==> config.mk <==
export PLATFORM = sky130hd
export DESIGN_NAME = cpu_core_flat
export DESIGN_NICKNAME = d
export VERILOG_FILES = /design/src/rtl/cpu_core_if.sv /design/src/rtl/cpu_core.sv /design/src/flat_wrapper.sv
export SDC_FILE = /design/constraint.sdc
export NUM_CORES = 1
export LEC_CHECK = 0
export BUFFER_PORTS_ARGS = -buffer_cell sky130_fd_sc_hd__buf_2
export CAP_MARGIN = 5
export CORE_MARGIN = 10
export CORE_UTILIZATION = 30
export DETAILED_ROUTE_END_ITERATION = 12
export GPL_TIMING_DRIVEN = 0
export PLACE_DENSITY_LB_ADDON = 0.2
export SYNTH_ARGS = -nofsm -noshare
export SYNTH_HDL_FRONTEND = slang
export SYNTH_SLANG_ARGS = --single-unit
==> constraint.sdc <==
create_clock -name clk_i -period 3.92 [get_ports clk_i]
set_clock_uncertainty 0.1 [all_clocks]
set_input_delay 0.196 -clock clk_i [delete_from_list [all_inputs] [get_ports clk_i]]
set_output_delay 0.196 -clock clk_i [all_outputs]
set_load 0.02 [all_outputs]
==> src/rtl/cpu_core_if.sv <==
// Memory bus between the accumulator CPU (master) and its single-port word memory (slave).
interface cpu_core_if #(
  parameter int ADDR_WIDTH = 12
);
  logic [ADDR_WIDTH-1:0] mem_addr_o;
  logic [15:0]           mem_value_i;
  logic [15:0]           mem_value_o;
  logic                  mem_enable_o;
  logic                  mem_wr_en_o;
  logic                  mem_rd_en_o;

  modport master (
    output mem_addr_o, mem_value_o, mem_enable_o, mem_wr_en_o, mem_rd_en_o,
    input  mem_value_i
  );

  modport slave (
    input  mem_addr_o, mem_value_o, mem_enable_o, mem_wr_en_o, mem_rd_en_o,
    output mem_value_i
  );
endinterface

==> src/rtl/cpu_core.sv <==
// 16-bit accumulator CPU sharing one synchronous memory port for fetch and operands.
// FETCH -> DECODE -> (MEM ->) EXEC -> FETCH; HALT is terminal until reset.
module cpu_core #(
  parameter int ADDR_WIDTH = 12
) (
  input  logic        clk_i,
  input  logic        rst_i,
  cpu_core_if.master  mem,
  output logic        end_program_o
);

  typedef enum logic [2:0] {
    S_FETCH, S_DECODE, S_MEM, S_EXEC, S_HALT
  } state_t;

  localparam logic [3:0] OP_HALT  = 4'h0, OP_LOAD = 4'h1, OP_STORE = 4'h2, OP_ADD = 4'h3,
                         OP_SUB   = 4'h4, OP_AND  = 4'h5, OP_OR    = 4'h6, OP_XOR = 4'h7,
                         OP_NOT   = 4'h8, OP_LDI  = 4'h9, OP_CMP   = 4'hA, OP_JMP = 4'hB,
                         OP_JZ    = 4'hC, OP_JN   = 4'hD, OP_JC    = 4'hE, OP_SHF = 4'hF;

  state_t                state, state_nx;
  logic [ADDR_WIDTH-1:0] pc;
  logic [15:0]           ir, acc;
  logic                  z_flag, n_flag, c_flag;

  logic [3:0]  dec_op, ex_op;
  logic [15:0] opnd;
  logic [16:0] sum, diff;
  logic [15:0] res;
  logic        wr_acc, wr_zn, wr_c, c_new, jump;

  assign dec_op = mem.mem_value_i[15:12];
  assign ex_op  = ir[15:12];
  assign opnd   = mem.mem_value_i;

  // State register
  always_ff @(posedge clk_i or posedge rst_i) begin
    if (rst_i) state <= S_FETCH;
    else       state <= state_nx;
  end

  // Next-state logic
  always_comb begin
    state_nx = state;
    case (state)
      S_FETCH:  state_nx = S_DECODE;
      S_DECODE: begin
        case (dec_op)
          OP_HALT:                                  state_nx = S_HALT;
          OP_LOAD, OP_STORE, OP_ADD, OP_SUB,
          OP_AND, OP_OR, OP_XOR, OP_CMP:            state_nx = S_MEM;
          default:                                  state_nx = S_EXEC;
        endcase
      end
      S_MEM:    state_nx = (ex_op == OP_STORE) ? S_FETCH : S_EXEC;
      S_EXEC:   state_nx = S_FETCH;
      S_HALT:   state_nx = S_HALT;
      default:  state_nx = S_FETCH;
    endcase
  end

  // Bus outputs; reset gates them off combinationally so the environment owns memory.
  always_comb begin
    mem.mem_addr_o  = '0;
    mem.mem_value_o = '0;
    mem.mem_rd_en_o = 1'b0;
    mem.mem_wr_en_o = 1'b0;
    if (!rst_i) begin
      case (state)
        S_FETCH: begin
          mem.mem_addr_o  = pc;
          mem.mem_rd_en_o = 1'b1;
        end
        S_MEM: begin
          mem.mem_addr_o = ir[ADDR_WIDTH-1:0];
          if (ex_op == OP_STORE) begin
            mem.mem_wr_en_o = 1'b1;
            mem.mem_value_o = acc;
          end else begin
            mem.mem_rd_en_o = 1'b1;
          end
        end
        default: ;
      endcase
    end
    mem.mem_enable_o = mem.mem_rd_en_o | mem.mem_wr_en_o;
  end

  // Execute-stage ALU; diff[16] is the unsigned borrow (ACC < operand).
  always_comb begin
    sum    = {1'b0, acc} + {1'b0, opnd};
    diff   = {1'b0, acc} - {1'b0, opnd};
    res    = acc;
    wr_acc = 1'b0;
    wr_zn  = 1'b0;
    wr_c   = 1'b0;
    c_new  = c_flag;
    jump   = 1'b0;
    case (ex_op)
      OP_LOAD: begin res = opnd;              wr_acc = 1'b1; wr_zn = 1'b1; end
      OP_ADD:  begin res = sum[15:0];  c_new = sum[16];  wr_acc = 1'b1; wr_zn = 1'b1; wr_c = 1'b1; end
      OP_SUB:  begin res = diff[15:0]; c_new = diff[16]; wr_acc = 1'b1; wr_zn = 1'b1; wr_c = 1'b1; end
      OP_AND:  begin res = acc & opnd;        wr_acc = 1'b1; wr_zn = 1'b1; end
      OP_OR:   begin res = acc | opnd;        wr_acc = 1'b1; wr_zn = 1'b1; end
      OP_XOR:  begin res = acc ^ opnd;        wr_acc = 1'b1; wr_zn = 1'b1; end
      OP_NOT:  begin res = ~acc;              wr_acc = 1'b1; wr_zn = 1'b1; end
      OP_LDI:  begin res = {4'h0, ir[11:0]};  wr_acc = 1'b1; wr_zn = 1'b1; end
      OP_CMP:  begin res = diff[15:0]; c_new = diff[16]; wr_zn = 1'b1; wr_c = 1'b1; end
      OP_JMP:  jump = 1'b1;
      OP_JZ:   jump = z_flag;
      OP_JN:   jump = n_flag;
      OP_JC:   jump = c_flag;
      OP_SHF: begin
        if (ir[0]) begin res = {1'b0, acc[15:1]}; c_new = acc[0];  end
        else       begin res = {acc[14:0], 1'b0}; c_new = acc[15]; end
        wr_acc = 1'b1; wr_zn = 1'b1; wr_c = 1'b1;
      end
      default: ;
    endcase
  end

  // Architectural registers
  always_ff @(posedge clk_i or posedge rst_i) begin
    if (rst_i) begin
      pc            <= '0;
      ir            <= '0;
      acc           <= '0;
      z_flag        <= 1'b0;
      n_flag        <= 1'b0;
      c_flag        <= 1'b0;
      end_program_o <= 1'b0;
    end else begin
      case (state)
        S_DECODE: begin
          ir <= mem.mem_value_i;
          pc <= pc + ADDR_WIDTH'(1);
          if (dec_op == OP_HALT) end_program_o <= 1'b1;
        end
        S_EXEC: begin
          if (wr_acc) acc <= res;
          if (wr_zn) begin
            z_flag <= (res == 16'h0);
            n_flag <= res[15];
          end
          if (wr_c) c_flag <= c_new;
          if (jump) pc <= ir[ADDR_WIDTH-1:0];
        end
        default: ;
      endcase
    end
  end

endmodule

==> src/flat_wrapper.sv <==
// flat-port wrapper written by rule: the top's interface ports become plain ports
module cpu_core_flat 
#(
  parameter int ADDR_WIDTH = 12
)
  (clk_i, rst_i, end_program_o, mem_mem_addr_o, mem_mem_value_o, mem_mem_enable_o, mem_mem_wr_en_o, mem_mem_rd_en_o, mem_mem_value_i);
  cpu_core_if #(.ADDR_WIDTH(ADDR_WIDTH)) mem_i ();
  input  logic clk_i;
  input  logic rst_i;
  output logic end_program_o;
  output wire logic [$bits(mem_i.mem_addr_o)-1:0] mem_mem_addr_o;
  output wire logic [$bits(mem_i.mem_value_o)-1:0] mem_mem_value_o;
  output wire logic [$bits(mem_i.mem_enable_o)-1:0] mem_mem_enable_o;
  output wire logic [$bits(mem_i.mem_wr_en_o)-1:0] mem_mem_wr_en_o;
  output wire logic [$bits(mem_i.mem_rd_en_o)-1:0] mem_mem_rd_en_o;
  input wire logic [$bits(mem_i.mem_value_i)-1:0] mem_mem_value_i;
  assign mem_mem_addr_o = mem_i.mem_addr_o;
  assign mem_mem_value_o = mem_i.mem_value_o;
  assign mem_mem_enable_o = mem_i.mem_enable_o;
  assign mem_mem_wr_en_o = mem_i.mem_wr_en_o;
  assign mem_mem_rd_en_o = mem_i.mem_rd_en_o;
  assign mem_i.mem_value_i = mem_mem_value_i;
  cpu_core #(.ADDR_WIDTH(ADDR_WIDTH)) u_core (.clk_i(clk_i), .rst_i(rst_i), .mem(mem_i), .end_program_o(end_program_o));
endmodule
==> results of run 1 <==
-- what timing repair did --
action	4_1_cts	5_1_grt
hold endpoints to repair	17	0
resized for setup	4	14
endpoints found under the setup margin	1	1
hold buffers	1	0
buffers inserted	0	3
-- state kept, by name, indices dropped and copies added (netlist names) --
register	count
u_core.z_flag	1
u_core.c_flag	1
u_core.ir	16
u_core.n_flag	1
u_core.acc	16
u_core.pc	12
u_core.state	3
u_core.end_program_o	1
-- stage by stage --
step / hold slack [ns] / power [uW]
2_1_floorplan: 0.2128 / 4177
3_3_place_gp: 0.3384 / 5576
3_5_place_dp: 0.1473 / 5583
4_1_cts: 0.07321 / 6206
5_1_grt: 0.08352 / 6856
6_report: 0.08189 / 6399
-- cells in the mapped netlist (5+ instances only) --
cell      count
dfrtp_1      51
nor2_1       87
nand3_1      20
o21bai_1      5
nor2b_1       7
mux2_2       14
nor3b_1       6
and2_1        6
and3_1        8
a21o_1        8
o22ai_1      16
a21oi_1      74
xnor2_1       8
clkbuf_1     37
o21ai_0      64
inv_1        49
buf_2        13
a222oi_1      7
nor3_1       37
nand2b_1      6
ha_1         50
a221oi_1      5
nand2_1      49
a211oi_1     15
mux2i_1      29
a31oi_1      14
-- metal layers --
metal | vias up | share of wire | GRT usage
li1 | 3017 | - | -
met1 | 3151 | 0.45 | 0.2541
met2 | 269 | 0.46 | 0.2975
met3 | 37 | 0.066 | 0.03265
met4 | 0 | 0.024 | 0.05259
met5 | - | 0 | 0
-- final cells by class --
cell class / instances / area [sq um]
Sequential cell: 51 / 1282
Clock buffer: 6 / 138.9
Timing Repair Buffer: 57 / 324.1
Buffer: 55 / 240.2
Tap cell: 265 / 331.6
Clock inverter: 2 / 38.79
Inverter: 52 / 195.2
Fill cell: 2111 / 12580
Multi-Input combinational cell: 627 / 4205
-- power breakdown --
| part | switching, uW | internal, uW |
|---|---|---|
| clock | 249 | 323 |
| sequential | 395 | 786 |
| combinational | 2970 | 1670 |
-- cells in the final DEF (no fill, tap or decap), types with 4 or more instances in the layout --
cell        n
clkbuf_16   5
clkbuf_1   35
a222oi_1    7
nand2_1    49
dfrtp_2     5
mux2_2     14
nand2b_1    6
a31oi_1    14
inv_1      47
and2_1      6
buf_4       5
nand3_1    20
nor2_1     86
o21bai_1    5
nor3_1     37
o21ai_1     4
nor2b_1     7
o21ai_0    63
inv_2       4
o22ai_1    16
a22oi_1     4
a21o_1      8
nor3b_1     5
xnor2_1     8
buf_2      62
ha_1       50
a21oi_1    74
dfrtp_1    46
a211oi_1   15
a221oi_1    5
and3_1      8
mux2i_1    29
-- worst min-delay path, cell delays in order --
cell and delay, ns:
buf_2 0.14, nand2_1 0.06, o21ai_0 0.06
-- kinds of logic (layout without fill, tap and decap cells) --
family,Yosys count,in the layout,synth area share
flip-flops,51,51,0.2176
buffers and inverters,108,172,0.07444
XOR/XNOR,10,10,0.01493
multiplexers,43,43,0.07637
AND/OR/NAND/NOR,253,253,0.2086
AO/OA/AOI/OAI,269,269,0.2946
adder cells (fa/ha/maj),52,52,0.1135
-- worst min path at each step --
stage	end	slack, ns	cells past startpoint
detailed placement	u_core.acc[15]	0.15	2
CTS	u_core.ir[3]	0.07	2
floorplan	u_core.ir[12]	0.21	2
finish	u_core.ir[15]	0.08	3
global route	u_core.ir[3]	0.08	2
global placement	u_core.end_program_o	0.34	1
==> impl_metrics.py, run 1 <==
metrics = {
    "sta": {
        "min_period_over_period": 0.9800,
        "period_minus_slack_ns": 3.842,
        "timing.final.ws_setup_ns": 0.07838,
        "finalHoldViolCount": 0,
        "grt_setup_unrepaired": "no",
        "setup_viol": 0,
        "final.setup.tns_ns": 0,
        "maxSlewViolCount": 0,
        "fmax_mhz": 260.3,
        "slew_headroom": 0.4182,
        "worst_pin_slew_ns": 0.8727,
    },
    "power_and_ir_drop": {
        "power_density_mw_per_mm2": 947.1,
        "leakage_uw": 0.002915,
        "max-vdd-ir-drop_v": 0.0002656,
    },
    "critical_path": {
        "critPathLaunch": "u_core.acc[2]",
        "startpoint_type": "register",
        "path_cells": "inv_1, ha_1, buf_6, or4_4, and2_4, a221o_1, a221oi_4, nand3_1, or4_4, or4_1, o21ai_1",
        "cp.depth": 11,
        "path_class": "register to register",
        "crit_path_end_kind": "register",
        "r2r_slack_ns": 0.08,
        "endpoint": "u_core.z_flag",
        "max_stage_delay_ns": 0.57,
        "crit_required_ns": 4.06,
        "reg2reg_from": "u_core.acc[2]",
        "r2r.worst_path.cells": 11,
        "arrival_ns": 3.98,
        "r2r-end": "u_core.z_flag",
        "critPathBufInv": 2,
        "crit_family": "simple AND/OR/NAND/NOR gates",
        "slowest_stage": "or4_4",
        "cpMostUsedCell": "or4_4",
        "cp_max_fo": 10,
    },
    "synth": {
        "avgSynthCellArea_sq_um": 7.463,
        "yosysTopAreaCell": "dfrtp_1",
        "synth.area.top_cells": "dfrtp_1 (22%), ha_1 (11%), a21oi_1 (6.3%)",
        "synth_cell_types": 75,
        "synth_ff_type": "dfrtp_1",
        "seq_area_frac_synth": 0.2176,
        "async_flop_share": 1.000,
        "yosys_warnings": 0,
        "synthesis.nets": 856,
        "synth_edf_count": 0,
        "synthCells": 786,
        "synth_top_cell_area_share": 0.2176,
        "synth_seq_cells": 51,
        "synth_area_sq_mm": 0.005866,
    },
    "drt": {
        "postRouteAntennaNets": 0,
        "routed_wl_um": 24890,
        "vias_per_cell": 5.806,
        "wl_per_cell_um": 22.32,
        "drt_first_pass_iters": 8,
        "drc": 0,
        "vias": 6474,
        "drt_iter0_markers": 575,
    },
    "global_routing": {
        "grt_max_degree": 35,
        "grt_pass1_vias": 6266,
        "grt_pass1_wl_um": 38240,
        "antenna_found_initial": 0,
        "globalRouteOverflowTotal": 0,
        "track_usage": 0.1871,
    },
    "clock_tree": {
        "path_clk_slew_ns": 0.08,
        "clockBufferDepth": 2,
        "htree_num_levels": 2,
        "cts_root_buf": "clkbuf_16",
        "clock_sinks": 51,
        "cts_made_buffers": 5,
        "tritoncts": "done",
        "insertion_delay_ns": 0.31,
    },
    "floorplan": {
        "ios": 50,
        "die_x_um": 159.8,
        "initial_core_util": 0.3034,
        "die-height_um": 159.8,
        "die_area_sq_mm": 0.02555,
        "core.rowCount": 51,
        "core_area_sq_mm": 0.01933,
    },
    "placement": {
        "dp_hpwl_um": 18950,
        "gp_congestion": 0.9560,
        "placed_cell_area_sq_mm": 0.006495,
        "io_buffers": 49,
        "place_inst": 1104,
        "pre_cts_ws_ns": -0.05175,
    },
    "final_layout": {
        "post-route-util": 0.3494,
        "fin_area_sq_mm": 0.006756,
        "stdcell_count": 1115,
        "diodes": 0,
        "nets": 919,
        "drive_above_1_share": 0.1412,
        "syn2layout_area_growth_pct": 15.19,
    },
    "min_path": {
        "worstHoldStart": "mem_mem_value_i[15]",
        "hold_path_class": "primary input to register",
    },
    "run_status": {
        "status": "complete, no violations",
    },
    "run": {
        "maxCapViolCount": 0,
    },
}
Note: power is estimated with default switching activity, not from simulation.
==> run 2: changes to the inputs <==
Settings changed: ABC_AREA from default to 1, REMOVE_ABC_BUFFERS from default to 1.
==> impl_metrics.py, run 2 <==
metrics = {
    "power_and_ir_drop": {
        "intPower_uw": 2315,
        "combPwrFrac": 0.701,
        "pwr-share-clk": 0.103,
        "max-vdd-ir-drop_v": 0.0003141,
        "p_switching_uw": 3338,
        "netSwitchingFraction": 0.5905,
        "leakage_uw": 0.003578,
        "power_density_mw_per_mm2": 842.8,
        "p_seq_frac": 0.196,
    },
    "synth": {
        "seq_area_frac_synth": 0.2113,
        "synth_xor_area_frac": 0.007249,
        "synth_top_family_by_area": "simple AND/OR/NAND/NOR gates",
        "synthMuxAreaShare": 0,
        "synth_adder_area_share": 0.1102,
        "synth_cell_types": 35,
        "synth_common_cells": "nand2_1 (324), inv_1 (150), nor2_1 (120), nand3_1 (105), o21ai_0 (73)",
        "synth_top_cell_area_share": 0.2113,
        "synth_compound_area_frac": 0.1437,
        "yosysTopAreaCell": "dfrtp_1",
        "yosys_warnings": 0,
        "synth_ff_type": "dfrtp_1",
        "synth_seq_cells": 51,
        "synth.area.top_cells": "dfrtp_1 (21%), nand2_1 (20%), ha_1 (10%)",
        "synth_most_common_cell": "nand2_1",
        "avgSynthCellArea_sq_um": 5.792,
        "synth-simple-area-share": 0.4039,
        "synth_area_sq_mm": 0.006041,
        "synthCells": 1043,
        "async_flop_share": 1.000,
        "synth_edf_count": 0,
    },
    "sta": {
        "period_minus_slack_ns": 3.232,
        "min_period_over_period": 0.8245,
        "finalHoldViolCount": 0,
        "grt_setup_unrepaired": "no",
        "setup_viol": 0,
        "maxSlewViolCount": 0,
        "fmax_mhz": 309.4,
        "worst_pin_slew_ns": 1.018,
        "final.setup.tns_ns": 0,
        "slew_headroom": 0.3206,
    },
    "floorplan": {
        "die-height_um": 161.9,
        "core.rowCount": 51,
        "die_area_sq_mm": 0.02621,
        "ios": 50,
        "die_x_um": 161.9,
        "initial_core_util": 0.3074,
        "core_area_sq_mm": 0.01965,
    },
    "drt": {
        "drc": 0,
        "wl_met3_um": 1383,
        "vias": 6804,
        "vias_per_cell": 5.100,
        "maxUsedRoutingLayer": "met4",
        "wl_met2_um": 10730,
        "drt_first_pass_iters": 6,
        "routed_wl_um": 23410,
        "drt_iter0_markers": 640,
        "wl_per_cell_um": 17.55,
        "postRouteAntennaNets": 0,
        "m1WireLength_um": 10920,
    },
    "critical_path": {
        "path_cells": "inv_1, nor2_1, nand2_1, clkinv_1, nand2_1, inv_1, nand2_1, o21ai_0",
        "max_stage_delay_ns": 0.88,
        "cp.depth": 8,
        "critPathBufInv": 3,
        "path_class": "register to register",
        "crit_family": "simple AND/OR/NAND/NOR gates",
        "crit_path_end_kind": "register",
        "crit_required_ns": 3.99,
        "r2r.worst_path.cells": 8,
        "slowest_stage": "nand2_1",
        "cpMostUsedCell": "nand2_1",
        "cp_max_fo": 25,
        "startpoint_type": "register",
        "arrival_ns": 3.30,
    },
    "min_path": {
        "hold_path_depth": 3,
        "hold_path_class": "primary input to register",
    },
    "global_routing": {
        "globalRouteOverflowTotal": 0,
        "antenna_found_initial": 0,
        "grt_max_degree": 41,
        "grt_pass1_wl_um": 36940,
        "track_usage": 0.1755,
        "grt_pass1_vias": 6468,
    },
    "clock_tree": {
        "cts_root_buf": "clkbuf_16",
        "clockBufferDepth": 2,
        "post_cts_buffers": 0,
        "hold_buffers": 1,
        "cts_made_buffers": 5,
        "cts_resized": 0,
        "insertion_delay_ns": 0.31,
        "path_clk_slew_ns": 0.07,
        "htree_num_levels": 2,
        "clock_sinks": 51,
        "tritoncts": "done",
    },
    "final_layout": {
        "syn2layout_area_growth_pct": 11.02,
        "seq_area_sq_mm": 0.001276,
        "multiInputGateArea_sq_mm": 0.004023,
        "nets": 1138,
        "fillers": 2282,
        "drive_above_1_share": 0.07109,
        "reg.largest.list": "u_core.acc: 16 flops, u_core.ir: 16 flops, u_core.pc: 12 flops",
        "post-route-util": 0.3412,
        "layout_common_cells": "nand2_1 (324), inv_1 (149), nor2_1 (118)",
        "diodes": 0,
        "final_common_cell": "nand2_1",
    },
    "run": {
        "maxCapViolCount": 0,
    },
    "run_status": {
        "status": "complete, no violations",
    },
    "placement": {
        "io_buffers": 49,
        "dp_hpwl_um": 18210,
        "gp_congestion": 0.9244,
    },
}
run 2: cell count changes in the layout (fill, tap and decap cells not counted), moves of 11 or more:
cell,change
inv_1,+102
nand4_1,+12
a21oi_1,-42
nand3_1,+85
nor3_1,-25
mux2_2,-14
nor2_1,+32
buf_2,-13
a211oi_1,-15
mux2i_1,-29
clkbuf_1,-34
nand2_1,+275
a31oi_1,-11
run 2: power groups by stage:
stage | clock [uW] | sequential (uW) | combinational [uW]
6_report | 584 | 1110 | 3960
5_1_grt | 612 | 1150 | 4470
3_3_place_gp | 0 | 1110 | 3860
4_1_cts | 589 | 1100 | 3910
3_5_place_dp | 0 | 1110 | 3890
2_1_floorplan | 0 | 996 | 2760
run 2: worst reg2reg max path: cells and delay by family (launching register included):
family                 cells  cell delay [ns]
AOI/OAI and AO/OA          1             0.09
buffers and inverters      3             1.04
DFF                        1             0.38
and+or+nand+nor            4             1.50
run 2: path summary, 6_finish.rpt:
check,startpoint,slack [ns],to
worst max register to register,u_core.state[1],0.69,u_core.acc[15]
min in group asynchronous,rst_i,0.44,u_core.state[2]
worst min register to register,u_core.end_program_o,0.36,u_core.end_program_o
max in group asynchronous,rst_i,2.76,u_core.acc[11]
worst min-delay path,mem_mem_value_i[15],0.11,u_core.ir[15]
worst max-delay path,u_core.state[1],0.69,u_core.acc[15]
run 2: layout make-up:
class / instances / share of cell area
clock buffers: 6 / 0.01922
clock inverters: 2 / 0.008955
inverters: 159 / 0.08899
multi-input cells: 799 / 0.5998
flip-flops and latches: 51 / 0.1903
well taps: 265 / 0.04944
repair buffers: 52 / 0.04328
run 2: stage by stage:
step           instances  cell area, sq um  power, uW  hold slack (ns)  setup WS (ns)
5_1_grt             1334              6706       6233           0.1481         0.3832
3_3_place_gp        1323              6467       4966           0.3446         0.1247
2_1_floorplan       1009              5891       3758           0.2347          1.678
3_5_place_dp        1325              6507       5001           0.2168         0.6829
6_report            1334              6706       5652           0.1087         0.6878
4_1_cts             1334              6706       5603           0.1078         0.6476
run 2: per-layer routing:
metal	up-vias	track usage
li1	3400	-
met1	3179	0.2396
met2	201	0.2883
met3	24	0.01795
met4	0	0.04467
met5	-	0
run 2: kinds of logic after synthesis:
kind of cell / after synthesis
buffers and inverters: 193
and+or+nand+nor: 589
xor gates and xnor gates: 5
DFF: 51
adders and majority gates: 52
AOI/OAI and AO/OA: 153
